## src/rtl/csa_pkg.sv

```systemverilog
`default_nettype none
// ============================================================================
//  Module      : csa_pkg
//  Description : Shared definitions for the carry-save accumulator pipeline:
//                FSM state encoding and compile-time helpers for sizing the
//                3:2 compressor tree.
//  Revision    : 1.0 - initial release
// ============================================================================
package csa_pkg;

    // FSM state encoding
    localparam logic [1:0] c_ST_IDLE    = 2'd0;
    localparam logic [1:0] c_ST_ACCUM   = 2'd1;
    localparam logic [1:0] c_ST_RESOLVE = 2'd2;
    localparam logic [1:0] c_ST_OUT     = 2'd3;

    // Number of vectors still alive after 'level' layers of 3:2 compression.
    // Each layer turns every full group of three vectors into two; leftovers
    // pass straight through.
    function automatic int csa_level_count(input int n_vec, input int level);
        int n;
        n = n_vec;
        for (int i = 0; i < level; i++) begin
            n = n - (n / 3);
        end
        return n;
    endfunction

    // Number of compressor layers needed to reduce n_vec vectors to two.
    function automatic int csa_tree_levels(input int n_vec);
        int n;
        int lv;
        n  = n_vec;
        lv = 0;
        while (n > 2) begin
            n  = n - (n / 3);
            lv = lv + 1;
        end
        return lv;
    endfunction

endpackage
`default_nettype wire

```

## src/rtl/csa_3to2.sv

```systemverilog
`default_nettype none
// ============================================================================
//  Module      : csa_3to2
//  Description : Bitwise 3:2 carry-save compressor (row of full adders).
//                s = x ^ y ^ z, c = maj(x, y, z). The carry vector is NOT
//                shifted here; the caller applies the weight-2 shift.
//  Ports       : i_x, i_y, i_z  - input vectors (W bits)
//                o_s            - sum vector
//                o_c            - unshifted carry vector
//  Revision    : 1.0 - initial release
// ============================================================================
module csa_3to2 #(
    parameter int W = 16
) (
    input  logic [W-1:0] i_x,
    input  logic [W-1:0] i_y,
    input  logic [W-1:0] i_z,
    output logic [W-1:0] o_s,
    output logic [W-1:0] o_c
);

    assign o_s = i_x ^ i_y ^ i_z;
    assign o_c = (i_x & i_y) | (i_x & i_z) | (i_y & i_z);

endmodule
`default_nettype wire

```

## src/rtl/csa_accum_pipe.sv

```systemverilog
`default_nettype none
// ============================================================================
//  Module      : csa_accum_pipe
//  Description : Streaming multi-operand carry-save accumulator. Each accepted
//                beat of NUM_OPS operands is folded into a stored sum/carry
//                pair through a single-cycle 3:2 compressor tree; one
//                carry-propagate add resolves the pair after the last beat and
//                the result is held on a valid/ready output.
//  Ports       : clk, rst (sync, active-high)
//                in_valid/in_ready/in_ops/in_last   - beat input
//                out_valid/out_ready/out_sum/out_beats - result output
//  Config      : CSA_ACC_SIGNED_EN - operands sign-extended (two's complement)
//                instead of zero-extended.
//  Revision    : 1.0 - initial release
// ============================================================================
module csa_accum_pipe
    import csa_pkg::*;
#(
    parameter int WIDTH     = 8,
    parameter int NUM_OPS   = 4,
    parameter int ACC_WIDTH = WIDTH + 8,
    parameter int CNT_WIDTH = 16
) (
    input  logic                     clk,
    input  logic                     rst,
    input  logic                     in_valid,
    output logic                     in_ready,
    input  logic [NUM_OPS*WIDTH-1:0] in_ops,
    input  logic                     in_last,
    output logic                     out_valid,
    input  logic                     out_ready,
    output logic [ACC_WIDTH-1:0]     out_sum,
    output logic [CNT_WIDTH-1:0]     out_beats
);

    // Operands plus the stored sum and carry vectors feed the tree.
    localparam int c_NV     = NUM_OPS + 2;
    localparam int c_LEVELS = csa_tree_levels(c_NV);

    logic [1:0]           r_state;
    logic [ACC_WIDTH-1:0] r_sum;
    logic [ACC_WIDTH-1:0] r_carry;
    logic [CNT_WIDTH-1:0] r_count;
    logic                 r_out_valid;
    logic [ACC_WIDTH-1:0] r_out_sum;
    logic [CNT_WIDTH-1:0] r_out_beats;

    // w_tree[l][i] : vector i entering compressor layer l
    logic [ACC_WIDTH-1:0] w_tree [0:c_LEVELS][0:c_NV-1];

    // ---------------- Layer 0: extended operands + stored pair -------------
    for (genvar k = 0; k < NUM_OPS; k++) begin : g_ext
`ifdef CSA_ACC_SIGNED_EN
        assign w_tree[0][k] = {{(ACC_WIDTH-WIDTH){in_ops[k*WIDTH+WIDTH-1]}},
                               in_ops[k*WIDTH +: WIDTH]};
`else
        assign w_tree[0][k] = {{(ACC_WIDTH-WIDTH){1'b0}}, in_ops[k*WIDTH +: WIDTH]};
`endif
    end
    assign w_tree[0][NUM_OPS]   = r_sum;
    assign w_tree[0][NUM_OPS+1] = r_carry;

    // ---------------- Compressor layers ------------------------------------
    for (genvar l = 0; l < c_LEVELS; l++) begin : g_lvl
        localparam int c_N  = csa_level_count(c_NV, l);
        localparam int c_G  = c_N / 3;
        localparam int c_NN = c_N - c_G;

        for (genvar g = 0; g < c_G; g++) begin : g_node
            logic [ACC_WIDTH-1:0] w_s;
            logic [ACC_WIDTH-1:0] w_c;
            csa_3to2 #(.W(ACC_WIDTH)) u_csa (
                .i_x (w_tree[l][3*g]),
                .i_y (w_tree[l][3*g+1]),
                .i_z (w_tree[l][3*g+2]),
                .o_s (w_s),
                .o_c (w_c)
            );
            assign w_tree[l+1][2*g]   = w_s;
            // Carry has weight 2; the bit shifted out of the top is dropped,
            // which gives the modulo-2^ACC_WIDTH wrap.
            assign w_tree[l+1][2*g+1] = {w_c[ACC_WIDTH-2:0], 1'b0};
        end

        for (genvar r = 0; r < c_N - 3*c_G; r++) begin : g_pass
            assign w_tree[l+1][2*c_G + r] = w_tree[l][3*c_G + r];
        end

        for (genvar z = c_NN; z < c_NV; z++) begin : g_zero
            assign w_tree[l+1][z] = '0;
        end
    end

    // ---------------- Control ----------------------------------------------
    assign in_ready  = (r_state == c_ST_IDLE) || (r_state == c_ST_ACCUM);
    assign out_valid = r_out_valid;
    assign out_sum   = r_out_sum;
    assign out_beats = r_out_beats;

    always_ff @(posedge clk) begin
        if (rst) begin
            r_state     <= c_ST_IDLE;
            r_sum       <= '0;
            r_carry     <= '0;
            r_count     <= '0;
            r_out_valid <= 1'b0;
            r_out_sum   <= '0;
            r_out_beats <= '0;
        end else begin
            case (r_state)
                c_ST_IDLE, c_ST_ACCUM: begin
                    if (in_valid) begin
                        r_sum   <= w_tree[c_LEVELS][0];
                        r_carry <= w_tree[c_LEVELS][1];
                        if (r_count != {CNT_WIDTH{1'b1}}) begin
                            r_count <= r_count + 1'b1;
                        end
                        r_state <= in_last ? c_ST_RESOLVE : c_ST_ACCUM;
                    end
                end
                c_ST_RESOLVE: begin
                    r_out_sum   <= r_sum + r_carry;
                    r_out_beats <= r_count;
                    r_out_valid <= 1'b1;
                    r_state     <= c_ST_OUT;
                end
                c_ST_OUT: begin
                    if (out_ready) begin
                        r_out_valid <= 1'b0;
                        r_sum       <= '0;
                        r_carry     <= '0;
                        r_count     <= '0;
                        r_state     <= c_ST_IDLE;
                    end
                end
                default: begin
                    r_state <= c_ST_IDLE;
                end
            endcase
        end
    end

endmodule
`default_nettype wire

```

## config.mk

```make
export PLATFORM = sky130hd
export DESIGN_NAME = csa_accum_pipe
export DESIGN_NICKNAME = d
export VERILOG_FILES = /design/src/rtl/csa_pkg.sv /design/src/rtl/csa_3to2.sv /design/src/rtl/csa_accum_pipe.sv
export SDC_FILE = /design/constraint.sdc
export NUM_CORES = 1
export LEC_CHECK = 0
export CAP_MARGIN = 5
export CORE_MARGIN = 1
export CORE_UTILIZATION = 42
export CTS_BUF_LIST = sky130_fd_sc_hd__clkbuf_8
export DETAILED_ROUTE_END_ITERATION = 6
export MAX_ROUTING_LAYER = met4
export PLACE_DENSITY_LB_ADDON = 0.12
export SETUP_SLACK_MARGIN = 0.3
export SYNTH_ARGS = -nofsm -noshare
export SYNTH_HDL_FRONTEND = slang
export SYNTH_HIERARCHICAL = 1
export SYNTH_SLANG_ARGS = --single-unit
```

## constraint.sdc

```tcl
create_clock -name clk -period 2.6 [get_ports clk]
set_clock_uncertainty 0.2 [all_clocks]
set_input_delay 0.52 -clock clk [delete_from_list [all_inputs] [get_ports clk]]
set_output_delay 0.52 -clock clk [all_outputs]
set_load 0.005 [all_outputs]
```

==> impl_metrics.env <==
export IMPL_run_status="finished, violations left"
export IMPL_violations="DRC"
export IMPL_ys_ff_latch=82
export IMPL_start_util=0.433
export IMPL_clockPowerShare=0.200
export IMPL_syn_inst=490
export IMPL_routed_wl_um=11000
export IMPL_ys_flop_type="dfxtp_1"
export IMPL_cp_top_family="adder cells"
export IMPL_maxSlewViolCount=0
export IMPL_required_ns=2.65
export IMPL_switching_power_mw=1.93
export IMPL_r2r_cells=5
export IMPL_finalHoldViolCount=0
export IMPL_nets=723
export IMPL_globalplace_congestion=0.862
export IMPL_r2r_start="r_sum[11]"
export IMPL_power_leakage_nw=2.53
export IMPL_p_seq_frac=0.322
export IMPL_avgRoutedWirePerCell_um=14.6
export IMPL_clock_latency_ns=0.36
export IMPL_path_max_fanout=1
export IMPL_io_buffers=70
export IMPL_ctsLongestPathBuffers=2
export IMPL_core_um2=11500
export IMPL_crit_cells=6
export IMPL_yosysUniqueCellTypes=51
export IMPL_yosysMostFrequentCell="dfxtp_1"
export IMPL_synth_edf_count=0
export IMPL_routed_top_layer="met4"
export IMPL_crit_type="in -> reg"
export IMPL_cts_buffers_inserted=9
export IMPL_worst_slack_ns=0.240
export IMPL_n_antenna_cell=0
export IMPL_grt_pass1_vias=4029
export IMPL_min_period_ns=2.36
export IMPL_switching_share=0.365
export IMPL_setup_viol=0
export IMPL_syn_avg_cell_area_um2=10.2
export IMPL_drive_gt1_frac=0.214
export IMPL_ios=71
export IMPL_syn_to_final_growth_pct=28.5
export IMPL_critPathBufInv=1
export IMPL_slowest_stage="fa_1"
export IMPL_firstDrtPassIters=7
export IMPL_ant_nets=0
export IMPL_post_drt_via_cell_ratio=5.24
export IMPL_dr_first_iter_drc_count=196
export IMPL_clock_sinks=82
export IMPL_met2WireLength_um=5550
export IMPL_crit_path_end="r_sum[3]"
export IMPL_syn_area_um2=4990
export IMPL_path_clk_slew_ns=0.09
export IMPL_power_frac_comb=0.477
export IMPL_yosys_top_cells_area="dfxtp_1 33%, fa_1 26%, a22oi_1 4.7%"
export IMPL_synth_common_cells="82 x dfxtp_1, 65 x fa_1, 56 x nand2_1"
export IMPL_grt_usage=0.200
export IMPL_reg2reg_slack_ns=0.24
export IMPL_grt_max_degree=32
export IMPL_dieHeight_um=111
export IMPL_fmaxAchievable_mhz=424
export IMPL_reg2reg_to="r_sum[11]"
export IMPL_tritoncts="yes"
export IMPL_power_density_nw_per_um2=825
export IMPL_wl_met1_um=4980
export IMPL_ys_warnings_count=6
export IMPL_dpl_hpwl_um=8150
export IMPL_placed_area_um2=6010
export IMPL_synthArstFlopShare=0
export IMPL_yosys_area_top_type="dfxtp_1"
export IMPL_wl_met3_um=379
export IMPL_post_route_period_util=0.908
export IMPL_rows=39
export IMPL_crit_path_frequent_cell="fa_1"
export IMPL_die_w_um=111
export IMPL_synth_top_area_frac=0.329
export IMPL_path_cells="clkdlybuf4s15_1 -> fa_1 -> fa_1 -> fa_2 -> a22oi_2 -> nor2_1"
export IMPL_tightestPinTransition_ns=0.602
export IMPL_dieArea_um2=12300
export IMPL_critPathLaunch="in_ops[27]"
export IMPL_cap_violations=0
export IMPL_power_internal_mw=3.36
export IMPL_htreeDepth=3
export IMPL_slowest_delay_ns=0.53
export IMPL_dp_slack_ns=-0.429
export IMPL_cts_root_buffer="clkbuf_8"
export IMPL_crit_arrival_ns=2.41
export IMPL_fin_area_um2=6400
export IMPL_yosysSeqAreaShare=0.329
export IMPL_slew_headroom=0.599
export IMPL_drc=8
export IMPL_vdd_ir_drop_max_mv=0.452
export IMPL_rsz0062_at_grt="yes"
export IMPL_grt_ovfl_total=0
export IMPL_hold_path_class="reg -> reg"
export IMPL_routed_via_count=3953
export IMPL_grt_pass1_wl_um=19100
export IMPL_start_kind="primary input"
export IMPL_antenna_found_initial=0
export IMPL_cp_end_kind="flop"
-- state kept, by name, indices dropped and copies added, names as in the netlist --
signal / flops
out_sum: 16
r_state: 2
r_sum: 16
r_carry: 15
out_valid: 1
out_beats: 16
r_count: 16
-- worst min-delay path: stages, from the launching register on --
cell and delay, ns:
dfxtp_1 0.32, nand2_1 0.05, a21oi_1 0.05
-- metal layers --
layer,track usage,vias to the layer above
li1,-,1933
met4,0.0393,0
met2,0.343,60
met5,-,-
met1,0.242,1954
met3,0.0454,6
-- power groups by stage --
| stage | logic, mW | registers (mW) | clock network (mW) |
|---|---|---|---|
| 6_report | 2.52 | 1.70 | 1.06 |
| 5_1_grt | 2.91 | 1.73 | 1.15 |
| 4_1_cts | 2.37 | 1.70 | 1.09 |
| 3_5_place_dp | 2.23 | 1.72 | 0 |
| 3_3_place_gp | 2.14 | 1.71 | 0 |
| 2_1_floorplan | 1.66 | 1.66 | 0 |
-- area by class of cell --
class | instances | area [um^2]
Multi-Input combinational cell | 420 | 3550
Inverter | 2 | 7.51
Tap cell | 143 | 179
Clock inverter | 6 | 88.8
Timing Repair Buffer | 91 | 761
Fill cell | 1058 | 5110
Clock buffer | 10 | 138
Sequential cell | 82 | 1690
-- metrics by stage --
stage          hold slack (ns)  utilization  instances  TNS (ns)  total power, mW
3_3_place_gp             0.244        0.522        728     -5.93             3.86
3_5_place_dp             0.249        0.522        728     -6.34             3.95
2_1_floorplan            0.239            -        525         0             3.32
6_report                 0.260        0.556        754         0             5.28
4_1_cts                  0.262        0.547        753         0             5.15
5_1_grt                  0.274        0.556        754         0             5.79
-- kinds of logic (layout without fill, tap and decap cells) --
| family | after synthesis | in the layout | synth area share |
|---|---|---|---|
| buffers and inverters | 23 | 109 | 0.0188 |
| multiplexers | 1 | 1 | 0.00201 |
| flip-flops | 82 | 82 | 0.329 |
| adder cells (fa/ha/maj) | 80 | 80 | 0.299 |
| AO/OA/AOI/OAI | 129 | 129 | 0.177 |
| XOR/XNOR | 15 | 15 | 0.0263 |
| other | 1 | 36 | 0.000752 |
| AND/OR/NAND/NOR | 159 | 159 | 0.147 |
-- worst min path at each step --
stage,start,end,slack (ns),cells after the start
after floorplan,out_valid,out_valid,0.24,2
after global placement,out_sum[0],out_sum[0],0.24,2
after detailed placement,out_beats[13],out_beats[13],0.25,2
after CTS,out_beats[3],out_beats[3],0.26,2
after global routing,out_beats[8],out_beats[8],0.27,2
final,out_beats[13],out_beats[13],0.26,2
-- cell usage in the layout (no fill, tap or decap), types with 10 or more instances in the layout --
| cell type | count |
|---|---|
| nand2_1 | 56 |
| fa_1 | 55 |
| dfxtp_1 | 53 |
| nor2_1 | 51 |
| clkdlybuf4s50_1 | 37 |
| conb_1 | 36 |
| a21oi_1 | 34 |
| dfxtp_2 | 26 |
| buf_4 | 21 |
| a22oi_1 | 20 |
| o21ai_0 | 13 |
| ha_1 | 12 |
| buf_2 | 12 |
| xor2_1 | 11 |
| a22oi_2 | 11 |
| nand3_1 | 11 |
| fa_2 | 10 |
| clkbuf_8 | 10 |
-- repair_timing --
action / CTS / global route
gates resized for setup: 118 / 40
hold buffers: 0 / 0
pin swaps: 65 / 45
gates cloned: 0 / 0
setup endpoints to repair: 32 / 37
setup buffers: 9 / 1
No activity file was read; power rests on OpenSTA's default activity.
